`src/rtl/commit_unit_if.sv`:
```
// commit_unit_if: groups the dispatch, CDB, order-queue, register-file and
// free-tag signals of the commit stage. The DUT uses the slave modport; the
// environment that drives it uses the master modport.
interface commit_unit_if #(
  parameter int TAG_WIDTH  = 5,
  parameter int REG_WIDTH  = 5,
  parameter int DATA_WIDTH = 32
);
  logic                  dispatch_valid;
  logic [TAG_WIDTH-1:0]  dispatch_tag;
  logic [REG_WIDTH-1:0]  dispatch_rd;
  logic                  cdb_valid;
  logic [TAG_WIDTH-1:0]  cdb_tag;
  logic [DATA_WIDTH-1:0] cdb_data;
  logic [TAG_WIDTH-1:0]  oq_head_tag;
  logic                  oq_empty;
  logic                  commit_hold;
  logic                  oq_pop;
  logic                  rf_we;
  logic [REG_WIDTH-1:0]  rf_waddr;
  logic [DATA_WIDTH-1:0] rf_wdata;
  logic                  tag_free_valid;
  logic [TAG_WIDTH-1:0]  tag_free_tag;
  logic [15:0]           retire_count;

  modport master (
    output dispatch_valid, dispatch_tag, dispatch_rd,
    output cdb_valid, cdb_tag, cdb_data,
    output oq_head_tag, oq_empty, commit_hold,
    input  oq_pop, rf_we, rf_waddr, rf_wdata,
    input  tag_free_valid, tag_free_tag, retire_count
  );

  modport slave (
    input  dispatch_valid, dispatch_tag, dispatch_rd,
    input  cdb_valid, cdb_tag, cdb_data,
    input  oq_head_tag, oq_empty, commit_hold,
    output oq_pop, rf_we, rf_waddr, rf_wdata,
    output tag_free_valid, tag_free_tag, retire_count
  );
endinterface

```
`src/rtl/commit_unit.sv`:
```
// commit_unit: in-order commit stage behind the order queue. A completion
// table indexed by Rd tag tracks destination register, result data and a done
// bit; the order-queue head is committed (RF write + tag free) once done.
// Optional feature macro: COMMIT_BYPASS_EN lets a CDB broadcast for the head
// tag commit in the same cycle instead of waiting for its done bit.
module commit_unit #(
  parameter int TAG_WIDTH  = 5,
  parameter int REG_WIDTH  = 5,
  parameter int DATA_WIDTH = 32
) (
  input logic          clock,
  input logic          reset_n,
  commit_unit_if.slave bus
);
  localparam int ENTRIES = 1 << TAG_WIDTH;

  logic [ENTRIES-1:0]    done;
  logic [REG_WIDTH-1:0]  rd_mem   [ENTRIES];
  logic [DATA_WIDTH-1:0] data_mem [ENTRIES];
  logic                  head_done;
  logic [DATA_WIDTH-1:0] head_data;
  logic                  commit_go;

`ifdef COMMIT_BYPASS_EN
  logic bypass_hit;
  assign bypass_hit = bus.cdb_valid && (bus.cdb_tag == bus.oq_head_tag);
  assign head_done  = done[bus.oq_head_tag] || bypass_hit;
  assign head_data  = bypass_hit ? bus.cdb_data : data_mem[bus.oq_head_tag];
`else
  assign head_done  = done[bus.oq_head_tag];
  assign head_data  = data_mem[bus.oq_head_tag];
`endif

  // Pop is held low during reset so the queue never sees a pop it will also reset.
  assign commit_go  = reset_n && !bus.oq_empty && !bus.commit_hold && head_done;
  assign bus.oq_pop = commit_go;

  // Done bits: CDB sets, commit clears, dispatch clears last so it always wins.
  always_ff @(posedge clock) begin
    if (!reset_n) begin
      done <= '0;
    end else begin
      if (bus.cdb_valid)      done[bus.cdb_tag]      <= 1'b1;
      if (commit_go)          done[bus.oq_head_tag]  <= 1'b0;
      if (bus.dispatch_valid) done[bus.dispatch_tag] <= 1'b0;
    end
  end

  // Entry payload; reset leaves rd/data untouched since done gates their use.
  always_ff @(posedge clock) begin
    if (reset_n) begin
      if (bus.dispatch_valid) rd_mem[bus.dispatch_tag] <= bus.dispatch_rd;
      if (bus.cdb_valid)      data_mem[bus.cdb_tag]    <= bus.cdb_data;
    end
  end

  // Registered commit outputs; address/data/tag hold between commits.
  always_ff @(posedge clock) begin
    if (!reset_n) begin
      bus.rf_we          <= 1'b0;
      bus.rf_waddr       <= '0;
      bus.rf_wdata       <= '0;
      bus.tag_free_valid <= 1'b0;
      bus.tag_free_tag   <= '0;
      bus.retire_count   <= '0;
    end else begin
      bus.rf_we          <= commit_go;
      bus.tag_free_valid <= commit_go;
      if (commit_go) begin
        bus.rf_waddr     <= rd_mem[bus.oq_head_tag];
        bus.rf_wdata     <= head_data;
        bus.tag_free_tag <= bus.oq_head_tag;
        bus.retire_count <= bus.retire_count + 16'd1;
      end
    end
  end
endmodule

```
`src/flat_wrapper.sv`:
```
// flat-port wrapper written by rule: the top's interface ports become plain ports
module commit_unit_flat 
#(
  parameter int TAG_WIDTH  = 5,
  parameter int REG_WIDTH  = 5,
  parameter int DATA_WIDTH = 32
)
  (clock, reset_n, bus_dispatch_valid, bus_dispatch_tag, bus_dispatch_rd, bus_cdb_valid, bus_cdb_tag, bus_cdb_data, bus_oq_head_tag, bus_oq_empty, bus_commit_hold, bus_oq_pop, bus_rf_we, bus_rf_waddr, bus_rf_wdata, bus_tag_free_valid, bus_tag_free_tag, bus_retire_count);
  commit_unit_if #(.TAG_WIDTH(TAG_WIDTH), .REG_WIDTH(REG_WIDTH), .DATA_WIDTH(DATA_WIDTH)) bus_i ();
  input logic clock;
  input logic reset_n;
  input wire logic [$bits(bus_i.dispatch_valid)-1:0] bus_dispatch_valid;
  input wire logic [$bits(bus_i.dispatch_tag)-1:0] bus_dispatch_tag;
  input wire logic [$bits(bus_i.dispatch_rd)-1:0] bus_dispatch_rd;
  input wire logic [$bits(bus_i.cdb_valid)-1:0] bus_cdb_valid;
  input wire logic [$bits(bus_i.cdb_tag)-1:0] bus_cdb_tag;
  input wire logic [$bits(bus_i.cdb_data)-1:0] bus_cdb_data;
  input wire logic [$bits(bus_i.oq_head_tag)-1:0] bus_oq_head_tag;
  input wire logic [$bits(bus_i.oq_empty)-1:0] bus_oq_empty;
  input wire logic [$bits(bus_i.commit_hold)-1:0] bus_commit_hold;
  output wire logic [$bits(bus_i.oq_pop)-1:0] bus_oq_pop;
  output wire logic [$bits(bus_i.rf_we)-1:0] bus_rf_we;
  output wire logic [$bits(bus_i.rf_waddr)-1:0] bus_rf_waddr;
  output wire logic [$bits(bus_i.rf_wdata)-1:0] bus_rf_wdata;
  output wire logic [$bits(bus_i.tag_free_valid)-1:0] bus_tag_free_valid;
  output wire logic [$bits(bus_i.tag_free_tag)-1:0] bus_tag_free_tag;
  output wire logic [$bits(bus_i.retire_count)-1:0] bus_retire_count;
  assign bus_i.dispatch_valid = bus_dispatch_valid;
  assign bus_i.dispatch_tag = bus_dispatch_tag;
  assign bus_i.dispatch_rd = bus_dispatch_rd;
  assign bus_i.cdb_valid = bus_cdb_valid;
  assign bus_i.cdb_tag = bus_cdb_tag;
  assign bus_i.cdb_data = bus_cdb_data;
  assign bus_i.oq_head_tag = bus_oq_head_tag;
  assign bus_i.oq_empty = bus_oq_empty;
  assign bus_i.commit_hold = bus_commit_hold;
  assign bus_oq_pop = bus_i.oq_pop;
  assign bus_rf_we = bus_i.rf_we;
  assign bus_rf_waddr = bus_i.rf_waddr;
  assign bus_rf_wdata = bus_i.rf_wdata;
  assign bus_tag_free_valid = bus_i.tag_free_valid;
  assign bus_tag_free_tag = bus_i.tag_free_tag;
  assign bus_retire_count = bus_i.retire_count;
  commit_unit #(.TAG_WIDTH(TAG_WIDTH), .REG_WIDTH(REG_WIDTH), .DATA_WIDTH(DATA_WIDTH)) u_core (.clock(clock), .reset_n(reset_n), .bus(bus_i));
endmodule
```
`config.mk`:
```
export PLATFORM = sky130hd
export DESIGN_NAME = commit_unit_flat
export DESIGN_NICKNAME = d
export VERILOG_FILES = /design/src/rtl/commit_unit_if.sv /design/src/rtl/commit_unit.sv /design/src/flat_wrapper.sv
export SDC_FILE = /design/constraint.sdc
export NUM_CORES = 1
export LEC_CHECK = 0
export CAP_MARGIN = 30
export CORE_ASPECT_RATIO = 0.75
export CORE_MARGIN = 1
export CORE_UTILIZATION = 41
export DETAILED_ROUTE_END_ITERATION = 8
export PLACE_DENSITY_LB_ADDON = 0.12
export SYNTH_ARGS = -nofsm -noshare
export SYNTH_HDL_FRONTEND = slang
export SYNTH_SLANG_ARGS = --single-unit
export TNS_END_PERCENT = 30
```
`constraint.sdc`:
```
create_clock -name clock -period 6.4 [get_ports clock]
set_input_delay 1.28 -clock clock [delete_from_list [all_inputs] [get_ports clock]]
set_output_delay 1.28 -clock clock [all_outputs]
set_load 0.005 [all_outputs]
```
After elaboration in Yosys (flattened, before gate mapping)
Memories as Yosys holds them, arrays and structs flattened. A register that Yosys moved wholly into a read port is not among the register bits. Index checks and enable logic that the tools add are counted.

Bits of input ports: 58. RAM bits: 1184. Output and inout port bits: 61. Logic and storage cells: 47. Register bits: 54. Memories: 2.

Memories: u_core.data_mem (words 32, width 32, rd ports 1, clocked after memory_dff 1, write ports 1, RTL line commit_unit.sv:19) `logic [DATA_WIDTH-1:0] data_mem [ENTRIES];`; u_core.rd_mem (words 32, width 5, rd ports 1, clocked after memory_dff 1, write ports 1, RTL line commit_unit.sv:18) `logic [REG_WIDTH-1:0] rd_mem [ENTRIES];`.

Reduce and logical (&&, ||, !) cells: 10. Multiplexer cells: 19. $add $sub $neg: 1. $lt $le $gt $ge: 6. Bitwise operators: 5.

Operators with widths (count): 2-to-1 mux 32 bit (5); bitwise AND 32 bit (2); NOT 32 bit (2); bitwise OR 32 bit (1); less-than comparator 5 x 6 -> 1 bit, second input constant (3); adder 16 x 1 -> 16 bit, second input constant (1); demux 1 bit (select 5 bit) (3); >= comparator 5 x 1 -> 1 bit, second input constant (3); 2-to-1 mux 1 bit (10); logical AND 1 bit (6); binary-select mux 1 bit (select 5 bit) (1); logical NOT 1 bit (4).

Longest topological paths before layout
Depth after elaboration: 12. Mapped depth: 10. Depth with buffers taken out: 6.

Least setup slack after synthesis
No wires, ideal clock.

Path kind: input-to-output. Start: input bus_oq_head_tag[1]. End: output bus_oq_pop. Required time: 5.120 ns. Path slack: 2.156 ns. Arrival: 2.964 ns. Path buffers: 2. Cell stages on the path: 7. Cell sequence: clkbuf_1 > mux2i_1 > o22ai_1 > nor4_2 > a21o_1 > nor2_1 > buf_2.

Word-level cells in the longest chain between the ends: 3.

RTL lines: from (decl) (RTL line flat_wrapper.sv:18) `input wire logic [$bits(bus_i.oq_head_tag)-1:0] bus_oq_head_tag;`; binary-select mux 1 bit (select 5 bit) (RTL line commit_unit.sv:30) `assign head_done = done[bus.oq_head_tag];`; 2-to-1 mux 1 bit (implied by the code) (RTL line commit_unit.sv:30); logical AND 1 bit (RTL line commit_unit.sv:35) `assign commit_go = reset_n && !bus.oq_empty && !bus.commit_hold && head_done;`; to (decl) (RTL line flat_wrapper.sv:21) `output wire logic [$bits(bus_i.oq_pop)-1:0] bus_oq_pop;`.

No other way between the ends. The select of a mux whose other input is x is not followed.

Worst setup path after layout
Start: input bus_oq_head_tag[4]. End: output bus_oq_pop.

The elaborated chain is that of the path after synthesis.

==> flow_summary.json <==
{
  "status": "complete, no violations",
  "drt.antenna.violating_nets": 0,
  "hpwl_um": 83000,
  "drcViolationCount": 0,
  "nNetsFinal": 2909,
  "fmax_ghz": 0.183,
  "grt_pass1_vias": 26543,
  "fp.dieH_um": 302,
  "grt_first_pass_wirelength_um": 204000,
  "netlist_area_um2": 49200,
  "rsz0062_at_grt": "false",
  "swShare_pct": 21.3,
  "synth_edf_count": 1184,
  "async_flop_share_pct": 0,
  "slew_headroom_pct": 25.9,
  "power.density_nw_per_um2": 306,
  "ctsResizeCount": 0,
  "post-cts-setup-buffers": 0,
  "drt-wirelength-per-cell_um": 32.4,
  "cp.required_ns": 5.12,
  "peakVddDrop_mv": 0.282,
  "startpoint_type": "input pin",
  "hold_path_class": "reg -> reg",
  "htree_levels": 4,
  "tightest_slew_ns": 1.11,
  "setup_viol": 0,
  "grt-ovfl-total": 0,
  "initial_core_util_pct": 41.6,
  "min_delay_path_depth": 1,
  "gp_congestion": 0.832,
  "worstHoldStart": "u_core.bus.retire_count[15]$_SDFFE_PN0N_",
  "ctsRootBufferMaster": "clkbuf_16",
  "clock-sinks": 1275,
  "reg2reg_slack_ns": 3.89,
  "first_pass_iters": 6,
  "io_buffers": 118,
  "hold_end": "u_core.bus.retire_count[15]$_SDFFE_PN0N_",
  "grt_antenna_before_repair": 4,
  "clockBufferDepth": 3,
  "fp.dieArea_um2": 121000,
  "r2r-end": "u_core.done[30]$_SDFF_PN0_",
  "drt_wl_total_um": 146000,
  "ys_ff_latch": 1275,
  "synth_cells": 2648,
  "grt.total_usage_pct": 24.0,
  "diodes": 0,
  "p_leak_nw": 18.9,
  "syn_nets": 2707,
  "area_growth_pct": 17.1,
  "worst_setup_path_end_kind": "primary output",
  "die_w_um": 402,
  "finalClockSkew_ns": 0.0233,
  "netSwitchingPower_w": 0.00375,
  "p_int_w": 0.0139,
  "crit_start": "bus_oq_head_tag[4]",
  "min_period_over_period_pct": 85.4,
  "core_area_um2": 118000,
  "num_io_pins": 119,
  "syn_area_per_cell_um2": 18.6,
  "ys.warnings.count": 0,
  "combPwrFrac_pct": 4.8,
  "vias": 26901,
  "slew_viol_final": 0,
  "drt_iter0_drc": 3071,
  "cts_tree": "yes",
  "hold_buffers": 0,
  "grt_max_degree": 126,
  "p_clk_share_pct": 43.3,
  "yosysSeqAreaShare_pct": 76.0,
  "seqPwrFrac_pct": 52.0,
  "crit-reg2reg-launch": "u_core.done[7]$_SDFF_PN0_",
  "ys_types": 61,
  "r2r.worst_path.cells": 7,
  "fin_crit_ns": 5.47,
  "worstPathArrival_ns": 4.19,
  "insertion_delay_ns": 0.76,
  "hold_viol": 0,
  "drive_above_1_share_pct": 17.4,
  "crit_fanout": 19,
  "vias_per_cell": 5.96,
  "maxCapViolCount": 0,
  "fin_tns_setup_ns": 0,
  "clk_pin_slew_worst_paths_ns": 0.06,
  "finalPower_w": 0.0176,
  "critPathKind": "in -> out",
  "synthFlopType": "edfxtp_1",
  "rows": 109,
  "numCtsBuffers": 131
}
layout by cell type, fill, tap and decap left out, drive strengths merged, types with 7 or more instances in the layout:
cell,synthesis,final
dfxtp,91,91
bufinv,0,10
nand3b,10,10
and2,7,7
o211ai,7,7
o22ai,163,163
buf,85,116
a311oi,10,10
inv,2,8
edfxtp,1184,1184
a31oi,20,20
nor2,138,138
a22oi,11,11
clkdlybuf4s50,0,113
nor4,38,38
nand2,39,39
a21oi,59,59
clkbuf,81,186
o22a,11,11
nor3,8,8
mux2i,381,381
clkinv,2,43
o221ai,34,34
nand2b,10,10
nand4,7,7
o21ai,23,23
or2,8,8
nand3,12,12
mux4,141,141
state kept, by name, indices dropped and copies added (netlist names):
signal / flops
u_core.bus.tag_free_tag: 5
u_core.bus.retire_count: 16
u_core.bus.rf_wdata: 32
u_core.bus.rf_we: 1
u_core.bus.rf_waddr: 5
u_core.done: 32
u_core.rd_mem: 160
u_core.data_mem: 1024
power groups by stage:
stage	registers, W	clock network, W	logic, W
detailed placement	0.00935	0	0.000809
CTS	0.00917	0.00776	0.000811
global placement	0.00935	0	0.000780
finish	0.00917	0.00763	0.000840
floorplan	0.00934	0	0.000424
global route	0.00917	0.00807	0.000882
area by class of cell:
type	instances	area, um2
fill	9646	60800
sequential	1275	37400
multi-input combinational	1203	11400
clock buffer	180	3660
timing repair buffer	235	2650
tap	1554	1940
clock inverter	59	612
inverter	4	15.0
metrics by stage:
stage          cells  area [um2]  setup slack [ns]  hold WS [ns]  utilization (%)
2_1_floorplan   2648       49200              2.16         0.453                -
3_3_place_gp    4236       52600              1.00         0.449             44.4
4_1_cts         4492       57200             0.973         0.483             48.3
6_report        4510       57600             0.933         0.474             48.7
5_1_grt         4510       57600             0.845         0.521             48.7
3_5_place_dp    4253       52900             0.988         0.474             44.7
critical path: stages:
cell and delay (ns):
clkdlybuf4s50_1 0.75, or4_1 0.68, o22ai_1 0.31, nor4_4 0.13, a21o_1 0.21, nor2_2 0.24, clkdlybuf4s50_1 0.58
cell families after synthesis:
logic type / synth area share (%)
mux: 14.3
fa+ha+maj: 0.0254
simple gates: 3.22
xor+xnor: 0.0890
buf+inv: 1.50
compound gates: 4.95
flops: 76.0
routing by layer:
metal	GRT usage, %	vias to the layer above	wire length [um]
met1	35.8	14310	66900
met3	4.09	179	10700
met5	0	-	12
met4	6.14	2	2640
li1	-	11301	-
met2	36.7	1109	66100
Yosys cell counts (all sizes together), types with 2 or more instances:
cell type  number  share of area (%)
o21ai          23               0.23
o22a           11               0.20
mux2            2              0.046
clkbuf         81               0.62
nand2b         10               0.13
a311oi         10               0.18
inv             2              0.015
edfxtp       1184                 72
nand2          39               0.30
a41oi           2              0.036
nand4bb         3              0.069
nor2          138                1.1
o211ai          7               0.11
o221ai         34               0.61
or2             8               0.10
dfxtp          91                3.7
or4             4              0.061
a22oi          11               0.17
o41ai           3              0.053
or3b            4              0.071
o2111ai         4              0.071
nor3            8               0.14
or3             2              0.025
o22ai         163                2.1
a31oi          20               0.25
or4bb           3              0.069
nand3          12               0.12
mux4          141                6.5
and2            7              0.089
buf            85               0.85
clkinv          2              0.015
and3            2              0.025
a211oi          2              0.031
nand3b         10               0.15
mux2i         381                7.8
nand4b          5              0.089
o211a           2              0.041
nor2b           3              0.038
a21oi          59               0.60
a2111oi         4              0.071
o221a           5               0.11
nor4           38               0.53
nand4           7              0.089
or4b            4              0.081
xnor2           5              0.089
worst max path at each step:
stage / depth (start not counted) / end
after floorplan: 7 / bus_oq_pop
after global placement: 7 / bus_oq_pop
after detailed placement: 7 / bus_oq_pop
after CTS: 7 / bus_oq_pop
after global routing: 7 / bus_oq_pop
final: 7 / bus_oq_pop
Power figures use the tool's default switching activity.
